$ cat config.mk
export PLATFORM = sky130hd
export DESIGN_NAME = param_bus_cpu
export DESIGN_NICKNAME = d
export VERILOG_FILES = /design/src/rtl/pbc_pkg.sv /design/src/rtl/pbc_alu.sv /design/src/rtl/param_bus_cpu.sv
export SDC_FILE = /design/constraint.sdc
export NUM_CORES = 1
export LEC_CHECK = 0
export CORE_ASPECT_RATIO = 2
export CORE_MARGIN = 2
export CORE_UTILIZATION = 56
export CTS_BUF_LIST = sky130_fd_sc_hd__clkbuf_16
export DETAILED_ROUTE_END_ITERATION = 16
export GPL_TIMING_DRIVEN = 0
export PLACE_DENSITY = 0.77
export SLEW_MARGIN = 20
export SYNTH_ARGS = -nofsm -noshare
export SYNTH_HDL_FRONTEND = slang
export SYNTH_SLANG_ARGS = --single-unit
$ cat constraint.sdc
create_clock -name clock -period 2.7 [get_ports clock]
set_input_delay 0.405 -clock clock [delete_from_list [all_inputs] [get_ports clock]]
set_output_delay 0.405 -clock clock [all_outputs]
set_load 0.05 [all_outputs]
$ cat src/rtl/pbc_pkg.sv
// Shared types for the parametrised bus CPU: opcodes, FSM states, ALU ops, bus sources.
package pbc_pkg;

    typedef enum logic [3:0] {
        OP_ADD  = 4'd0,
        OP_ADDI = 4'd1,
        OP_SUB  = 4'd2,
        OP_XOR  = 4'd3,
        OP_NAND = 4'd4,
        OP_SLL  = 4'd5,
        OP_SRL  = 4'd6,
        OP_SRA  = 4'd7,
        OP_NOR  = 4'd8,
        OP_BEQ  = 4'd9,
        OP_HALT = 4'd15
    } opcode_t;

    typedef enum logic [2:0] {
        S_FETCH,
        S_RD_A,
        S_RD_B,
        S_EXEC,
        S_PC_UPD,
        S_HALT
    } state_t;

    typedef enum logic [2:0] {
        ALU_ADD,
        ALU_SUB,
        ALU_XOR,
        ALU_NAND,
        ALU_SLL,
        ALU_SRL,
        ALU_SRA,
        ALU_NOR
    } alu_op_t;

    typedef enum logic [2:0] {
        BUS_NONE,
        BUS_RS1,
        BUS_RS2,
        BUS_IMM,
        BUS_ALU
    } bus_src_t;

    // ADDI shares the adder; non-ALU opcodes map to ADD but never write back.
    function automatic alu_op_t alu_op_of(input logic [3:0] op);
        case (op)
            OP_SUB:  return ALU_SUB;
            OP_XOR:  return ALU_XOR;
            OP_NAND: return ALU_NAND;
            OP_SLL:  return ALU_SLL;
            OP_SRL:  return ALU_SRL;
            OP_SRA:  return ALU_SRA;
            OP_NOR:  return ALU_NOR;
            default: return ALU_ADD;
        endcase
    endfunction

    function automatic logic writes_rd(input logic [3:0] op);
        return op <= OP_NOR;
    endfunction

endpackage

$ cat src/rtl/pbc_alu.sv
// Combinational ALU for param_bus_cpu; all results wrap modulo 2^DATA_W.
module pbc_alu
    import pbc_pkg::*;
#(
    parameter int DATA_W = 8
) (
    input  alu_op_t           op,
    input  logic [DATA_W-1:0] a,
    input  logic [DATA_W-1:0] b,
    output logic [DATA_W-1:0] y
);

    localparam int SH_W = $clog2(DATA_W);

    logic [SH_W-1:0] shamt;

    assign shamt = b[SH_W-1:0];

    always_comb begin
        y = '0;
        case (op)
            ALU_ADD:  y = a + b;
            ALU_SUB:  y = a - b;
            ALU_XOR:  y = a ^ b;
            ALU_NAND: y = ~(a & b);
            ALU_SLL:  y = a << shamt;
            ALU_SRL:  y = a >> shamt;
            ALU_SRA:  y = DATA_W'($signed(a) >>> shamt);
            ALU_NOR:  y = ~(a | b);
            default:  y = '0;
        endcase
    end

endmodule

$ cat src/rtl/param_bus_cpu.sv
// Multi-cycle single-bus CPU: FETCH, RD_A, RD_B, EXEC, PC_UPD, plus a terminal HALT state.
// Define PBC_BRANCH_EN to enable BEQ; without it opcode 9 behaves as a NOP.
module param_bus_cpu
    import pbc_pkg::*;
#(
    parameter int  DATA_W   = 8,
    parameter int  NUM_REGS = 8,
    parameter int  PC_STEP  = 4,
    localparam int RA_W     = $clog2(NUM_REGS),
    localparam int INSTR_W  = 4 + 3 * RA_W
) (
    input  logic               clock,
    input  logic               reset_n,
    input  logic [INSTR_W-1:0] instr,
    input  logic               instr_valid,
    output logic               instr_ready,
    output logic [DATA_W-1:0]  pc,
    output logic               halted,
    input  logic               dbg_sel,
    input  logic [RA_W-1:0]    dbg_addr,
    output logic [DATA_W-1:0]  dbg_data
);

    state_t              state, state_next;
    bus_src_t            bus_src;
    logic [INSTR_W-1:0]  ir;
    logic [DATA_W-1:0]   a_reg, b_reg, bus, alu_y, pc_next;
    logic [DATA_W-1:0]   rf [NUM_REGS];
    logic [3:0]          op;
    logic [RA_W-1:0]     rs1, rs2, rd;
    logic                take_branch;

    assign op  = ir[3:0];
    assign rs2 = ir[4 +: RA_W];
    assign rs1 = ir[4 + RA_W +: RA_W];
    assign rd  = ir[4 + 2 * RA_W +: RA_W];

`ifdef PBC_BRANCH_EN
    assign take_branch = (op == OP_BEQ) && (a_reg == b_reg);
`else
    assign take_branch = 1'b0;
`endif

    assign pc_next     = take_branch ? DATA_W'({rd, rs2}) : pc + DATA_W'(PC_STEP);
    assign instr_ready = (state == S_FETCH);
    assign halted      = (state == S_HALT);
    assign dbg_data    = dbg_sel ? rf[dbg_addr] : pc;

    pbc_alu #(.DATA_W(DATA_W)) u_alu (
        .op (alu_op_of(op)),
        .a  (a_reg),
        .b  (b_reg),
        .y  (alu_y)
    );

    always_comb begin
        state_next = state;
        bus_src    = BUS_NONE;
        case (state)
            S_FETCH:  if (instr_valid) state_next = S_RD_A;
            S_RD_A: begin
                bus_src    = BUS_RS1;
                state_next = S_RD_B;
            end
            S_RD_B: begin
                bus_src    = (op == OP_ADDI) ? BUS_IMM : BUS_RS2;
                state_next = S_EXEC;
            end
            S_EXEC: begin
                if (writes_rd(op)) bus_src = BUS_ALU;
                state_next = (op == OP_HALT) ? S_HALT : S_PC_UPD;
            end
            S_PC_UPD: state_next = S_FETCH;
            S_HALT:   state_next = S_HALT;
            default:  state_next = S_FETCH;
        endcase
    end

    // Exactly one source owns the bus each cycle; an idle bus reads as zero.
    always_comb begin
        bus = '0;
        case (bus_src)
            BUS_RS1: bus = rf[rs1];
            BUS_RS2: bus = rf[rs2];
            BUS_IMM: bus = DATA_W'(rs2);
            BUS_ALU: bus = alu_y;
            default: bus = '0;
        endcase
    end

    always_ff @(posedge clock or negedge reset_n) begin
        if (!reset_n) begin
            state <= S_FETCH;
            ir    <= '0;
            a_reg <= '0;
            b_reg <= '0;
            pc    <= '0;
            for (int i = 0; i < NUM_REGS; i++) rf[i] <= '0;
        end else begin
            state <= state_next;
            if (state == S_FETCH && instr_valid) ir <= instr;
            if (state == S_RD_A) a_reg <= bus;
            if (state == S_RD_B) b_reg <= bus;
            if (bus_src == BUS_ALU) rf[rd] <= bus;
            if (state == S_PC_UPD) pc <= pc_next;
        end
    end

endmodule
==> flow_metrics.tcl, run 1 <==
set metrics [dict create \
    regMostFlops "rf" \
    postSynth.asyncResetShare_pct 100 \
    place.gp.congestion 0.975 \
    use_met1_pct 33.6 \
    use_met3_pct 4.16 \
    max-clock-path-buffers 2 \
    cts_made_buffers 9 \
    drtPass1Iterations 5 \
    powerDensity_mw_per_mm2 1360 \
    grt_setup_unrepaired "true" \
    grt_overflow 0 \
    clock-sinks 102 \
    p_leak_nw 3.87 \
    avgViaCountPerCell 6.95 \
    synth_flop_cell "dfrtp_1" \
    worst_slack_ps -124 \
    ant_nets 0 \
    placed_cell_area_mm2 0.00800 \
    relSlewSlack_pct 44.1 \
    finalSetupViolations 29 \
    outcome "finished, violations left" \
    worstSetupStartpointType "flip-flop" \
    place_inst 825 \
    finalHoldViolations 0 \
    fin_hold_ws_ps 487 \
    drc 0 \
    ys_seq_elements 102 \
    die_w_um 85.5 \
    layout-drive-gt1-share_pct 37.2 \
    critPathMaxFanout 8 \
    r2r_slack_ps -120 \
    crit_path_end_kind "flip-flop" \
    num-fill-cells 935 \
    synthDistinctLibCells 79 \
    synth-edff-count 0 \
    path_common_cell "buf_6" \
    synth_top_area_share_pct 34.3 \
    r2r-start "ir[2]$_DFFE_PN0P_" \
    totalWireLength_um 23100 \
    yosysWarnings 0 \
    cts_tree "yes" \
    start_util_pct 57.2 \
    num_rows 59 \
    clk_pin_slew_ps 70 \
    worstPathCellList "nor4b_4 -> buf_6 -> nor2_1 -> xnor2_1 -> ha_1 -> nor2b_4 -> o31a_1 -> o21ai_2 -> a21oi_2 -> a311oi_4 -> buf_6 -> mux2_2" \
    cts-htree-levels 3 \
    synthTopCellsByCount "dfrtp_1, mux4_2, mux2_2" \
    grt_pass1_wl_um 35100 \
    crit_required_ps 2990 \
    avgSynthCellArea_um2 11.6 \
    netlist_top_cells_area "dfrtp_1, mux4_2, mux2_2" \
    synth_area_mm2 0.00743 \
    synth_top_cell_by_area "dfrtp_1" \
    core_area_mm2 0.0130 \
    worst_path_largest_cell_delay_ps 420 \
    slew_viol_final 0 \
    io_pins 38 \
    worstSetupPathType "flip-flop to flip-flop" \
    max_freq_ghz 0.354 \
    dr_total_vias 6116 \
    layout.nets 770 \
    routedWlPerCell_um 26.2 \
    grt_busiest_layer "met2" \
    clk_latency_ps 360 \
    violations "setup timing" \
    post-synth-top-count-cell "dfrtp_1" \
    dp.final_hpwl_um 16500 \
    antenna_found_initial 0 \
    dieArea_mm2 0.0143 \
    die_h_um 167 \
    grt.total_usage_pct 32.6 \
    fin_crit_sh_pct 105 \
    largest_reg_flops 64 \
    use_met2_pct 58.4 \
    final_cell_area_mm2 0.00907 \
    drt_iter0_drc 451 \
    hold_class "input pin to async pin" \
    reg.largest.list "rf: 64 flops, ir: 13 flops" \
    portBuffers 32 \
    fin_cells 880 \
    tightest_slew_ps 839 \
    seq_area_frac_synth_pct 34.3 \
    peakVddDrop_v 0.000916 \
    rr_worst_depth 12 \
    final_core_util_pct 69.8 \
    grt_max_degree 76 \
    area_growth_syn_to_layout_pct 22.1 \
    finalCriticalPeriod_ps 2820 \
    drv_cap 0 \
    slowest_stage "dfrtp_2" \
    root_buffer "clkbuf_16" \
    crit_start "ir[2]$_DFFE_PN0P_" \
    grt_pass1_vias 6404 \
    preCtsSetupSlack_ps -786 \
    antenna_cells 0 \
    fin_worst_skew_ps 9.41 \
    worstPathArrival_ps 3120 \
    synth_cells 639 \
]
report_power, final:
group / internal, W / switching, W / total, W
logic: 0.00378 / 0.00437 / 0.00815
registers: 0.00214 / 0.000773 / 0.00291
clock network: 0.000714 / 0.000577 / 0.00129
layout make-up:
cell class	instances	area (µm²)	area share, %
multi-input combinational	468	4930	54.3
sequential	102	2560	28.2
timing repair buffer	74	718	7.91
buffer	46	292	3.21
clock buffer	9	225	2.48
tap	152	190	2.10
inverter	22	97.6	1.08
clock inverter	7	66.3	0.731
layout by cell type (no fill, tap or decap), types with 4 or more instances in the layout:
master | synthesis | final
buf_6 | 5 | 11
o21a_1 | 5 | 5
clkbuf_16 | 0 | 9
nor2_1 | 37 | 36
a21o_1 | 5 | 5
clkdlybuf4s50_1 | 0 | 25
a31oi_1 | 11 | 11
nand2_1 | 34 | 34
nor3_1 | 7 | 4
nor2b_1 | 12 | 11
o21ai_2 | 0 | 5
xnor2_1 | 11 | 9
nand3_1 | 9 | 8
buf_2 | 16 | 12
o21ai_0 | 23 | 20
o22ai_1 | 11 | 10
buf_1 | 5 | 5
clkbuf_2 | 0 | 5
mux2_2 | 46 | 33
clkbuf_1 | 17 | 10
mux4_2 | 56 | 56
mux2i_1 | 31 | 30
o31ai_4 | 2 | 6
dfrtp_1 | 102 | 99
inv_2 | 5 | 4
nand4_1 | 4 | 4
o21ai_1 | 11 | 9
buf_4 | 5 | 36
mux2_4 | 6 | 20
ha_1 | 26 | 24
mux2_1 | 14 | 13
a21oi_1 | 26 | 21
o31ai_1 | 9 | 4
inv_1 | 17 | 17
buf_12 | 0 | 5
critical path, delay by kind of cell, from the launching register on:
kind	cells	cell delay, ps
AO/OA/AOI/OAI	4	880
AND/OR/NAND/NOR	3	490
flip-flops	1	420
adder cells (fa/ha/maj)	1	360
buffers and inverters	2	340
multiplexers	1	150
XOR/XNOR	1	130
cell families after synthesis:
logic type / count (synthesis) / share of synthesized area [%]
muxes: 153 / 31.4
buffers and inverters: 70 / 4.56
and+or+nand+nor: 146 / 11.7
other: 1 / 0.0504
adders and majority gates: 27 / 4.65
AOI/OAI and AO/OA: 126 / 11.6
DFF: 102 / 34.3
xor gates and xnor gates: 14 / 1.65
stage by stage:
step | setup TNS [ps] | power (W)
2_1_floorplan | 0 | 0.00759
3_3_place_gp | -258050 | 0.00914
3_5_place_dp | -22950 | 0.00938
4_1_cts | -1100 | 0.0115
5_1_grt | -4570 | 0.0130
6_report | -1550 | 0.0124
per-layer routing:
metal | vias to the layer above | routed length [µm] | share of wire, %
li1 | 2598 | - | -
met1 | 3031 | 7380 | 32
met2 | 355 | 12600 | 54
met3 | 132 | 1230 | 5.3
met4 | 0 | 1890 | 8.2
met5 | - | 0 | 0
path summary, 6_finish.rpt:
kind / end
max: rf[38]$_DFFE_PN0P_
min: rf[17]$_DFFE_PN0P_
max reg2reg: rf[38]$_DFFE_PN0P_
min reg2reg: pc[7]$_DFFE_PN0N_
max in group asynchronous: ir[0]$_DFFE_PN0P_
min in group clock: pc[7]$_DFFE_PN0N_
what timing repair did:
action,in CTS,in global routing
hold buffers,1,0
buffers inserted,28,15
hold endpoints to repair,27,0
resized for setup,67,51
pin swaps,16,26
endpoints found under the setup margin,68,61
No activity file was read; power rests on OpenSTA's default activity.
==> run 2: changes to the inputs <==
PLACE_DENSITY = 0.84   (was 0.77)
==> flow_metrics.tcl, run 2 (synthesized netlist as in run 1, its figures left out) <==
set metrics [dict create \
    outcome "finished, violations left" \
    violations "setup timing" \
    num-fill-cells 914 \
    tightest_slew_ps 1030 \
    place.gp.congestion 1.03 \
    crit_required_ps 2940 \
    drv_cap 0 \
    fin_hold_ws_ps 440 \
    worstPathCellList "nor4b_4 -> buf_4 -> mux2_4 -> fa_2 -> nor2b_4 -> o31a_1 -> o21ai_2 -> a21oi_2 -> a311oi_4 -> buf_6 -> mux2_4" \
    die_w_um 85.5 \
    slew_viol_final 0 \
    grt_pass1_vias 6419 \
    drtPass1Iterations 5 \
    r2r_slack_ps -140 \
    grt_max_degree 86 \
    regMostFlops "rf" \
    largest_reg_flops 64 \
    max-clock-path-buffers 2 \
    cts-htree-levels 3 \
    cp.buffers_inverters 2 \
    placed_cell_area_mm2 0.00800 \
    multi_input_area_mm2 0.00484 \
    cts_tree "yes" \
    antenna_cells 0 \
    finalSetupTns_ps -2370 \
    reg.largest.list "rf: 64 flops, ir: 13 flops" \
    worstPathArrival_ps 3080 \
    mostFrequentLayoutCell "dfrtp_1" \
    slowest_stage "dfrtp_2" \
    grt_setup_unrepaired "true" \
    fin_crit_sh_pct 105 \
    preCtsSetupSlack_ps -845 \
    relSlewSlack_pct 31.1 \
    final_cell_area_mm2 0.00883 \
    max_freq_ghz 0.352 \
    finalSetupViolations 27 \
    drt_iter0_drc 460 \
    crit_family "multiplexers" \
    die_h_um 167 \
    crit_path_end_kind "flip-flop" \
    grt_pass1_wl_um 35600 \
    powerDensity_mw_per_mm2 1370 \
    ant_nets 0 \
    layout-drive-gt1-share_pct 35.4 \
    grt_overflow 0 \
    avgViaCountPerCell 7.05 \
    clk_latency_ps 360 \
    p_leak_nw 3.75 \
    hold_class "input pin to async pin" \
    area_growth_syn_to_layout_pct 18.8 \
    io_pins 38 \
    dp.final_hpwl_um 16800 \
    critPathMaxFanout 8 \
    fin_worst_skew_ps 7.06 \
    finalCriticalPeriod_ps 2840 \
    regArea_mm2 0.00256 \
    totalWireLength_um 23100 \
    dieArea_mm2 0.0143 \
    layout.nets 753 \
    peakVddDrop_v 0.000776 \
    antenna_found_initial 0 \
    final_cell_mix "dfrtp_1, mux4_2, mux2_2" \
    worst_slack_ps -138 \
    core_area_mm2 0.0130 \
    path_common_cell "mux2_4" \
    routedWlPerCell_um 26.8 \
    grt.total_usage_pct 33.3 \
    drc 0 \
    finalHoldViolations 0 \
    worstSetupPathType "flip-flop to flip-flop" \
    clk_pin_slew_ps 70 \
    num_rows 59 \
    start_util_pct 57.2 \
    worst_path_largest_cell_delay_ps 450 \
    fin_cells 863 \
    place_inst 825 \
    clock-sinks 102 \
    portBuffers 32 \
    worstSetupStartpointType "flip-flop" \
    cts_made_buffers 9 \
    root_buffer "clkbuf_16" \
    dr_total_vias 6084 \
]
run 2: cell types whose count changed in the layout (fill, tap and decap cells not counted), moves of 3 or more:
cell,delta
buf_12,-3
buf_4,-13
mux2_1,-3
mux2_2,+4
run 2: area by class of cell:
type / count / share of cell area [%]
inverters: 22 / 1.05
clock inverters: 7 / 1.26
clock buffers: 9 / 2.55
multi-input cells: 468 / 54.8
plain buffers: 46 / 3.07
repair buffers: 57 / 6.16
well taps: 152 / 2.15
flip-flops and latches: 102 / 29.0
run 2: layer usage:
| layer | global-route usage, % | share of wire, % |
|---|---|---|
| met5 | 0 | 0 |
| met1 | 34.4 | 32 |
| met3 | 5.20 | 5.8 |
| met2 | 58.4 | 54 |
| met4 | 25.3 | 8.7 |
run 2: path summary, 6_finish.rpt:
| path | startpoint | cells past startpoint | to |
|---|---|---|---|
| max | ir[2]$_DFFE_PN0P_ | 11 | rf[6]$_DFFE_PN0P_ |
| min | reset_n | 2 | rf[13]$_DFFE_PN0P_ |
| max reg2reg | ir[2]$_DFFE_PN0P_ | 11 | rf[6]$_DFFE_PN0P_ |
| min reg2reg | pc[7]$_DFFE_PN0N_ | 1 | pc[7]$_DFFE_PN0N_ |
| max in group asynchronous | reset_n | 3 | b_reg[2]$_DFFE_PN0N_ |
| min in group clock | pc[7]$_DFFE_PN0N_ | 1 | pc[7]$_DFFE_PN0N_ |
run 2: metrics by stage:
stage | total power (W) | utilization, %
final | 0.0121 | 68.0
after global routing | 0.0127 | 68.0
after CTS | 0.0115 | 66.4
after detailed placement | 0.00936 | 61.5
after global placement | 0.00908 | 61.3
after floorplan | 0.00759 | -
run 2: power by group:
group	internal [W]	switching (W)
registers	0.00214	0.000766
logic	0.00348	0.00424
clock network	0.000901	0.000584
run 2: repair_timing:
| item | in CTS | in global routing |
|---|---|---|
| endpoints found under the setup margin | 68 | 58 |
| pin swaps | 11 | 15 |
| hold buffers | 1 | 0 |
| gates resized for setup | 61 | 36 |
| endpoints found under the hold margin | 17 | 0 |
| setup buffers | 14 | 10 |
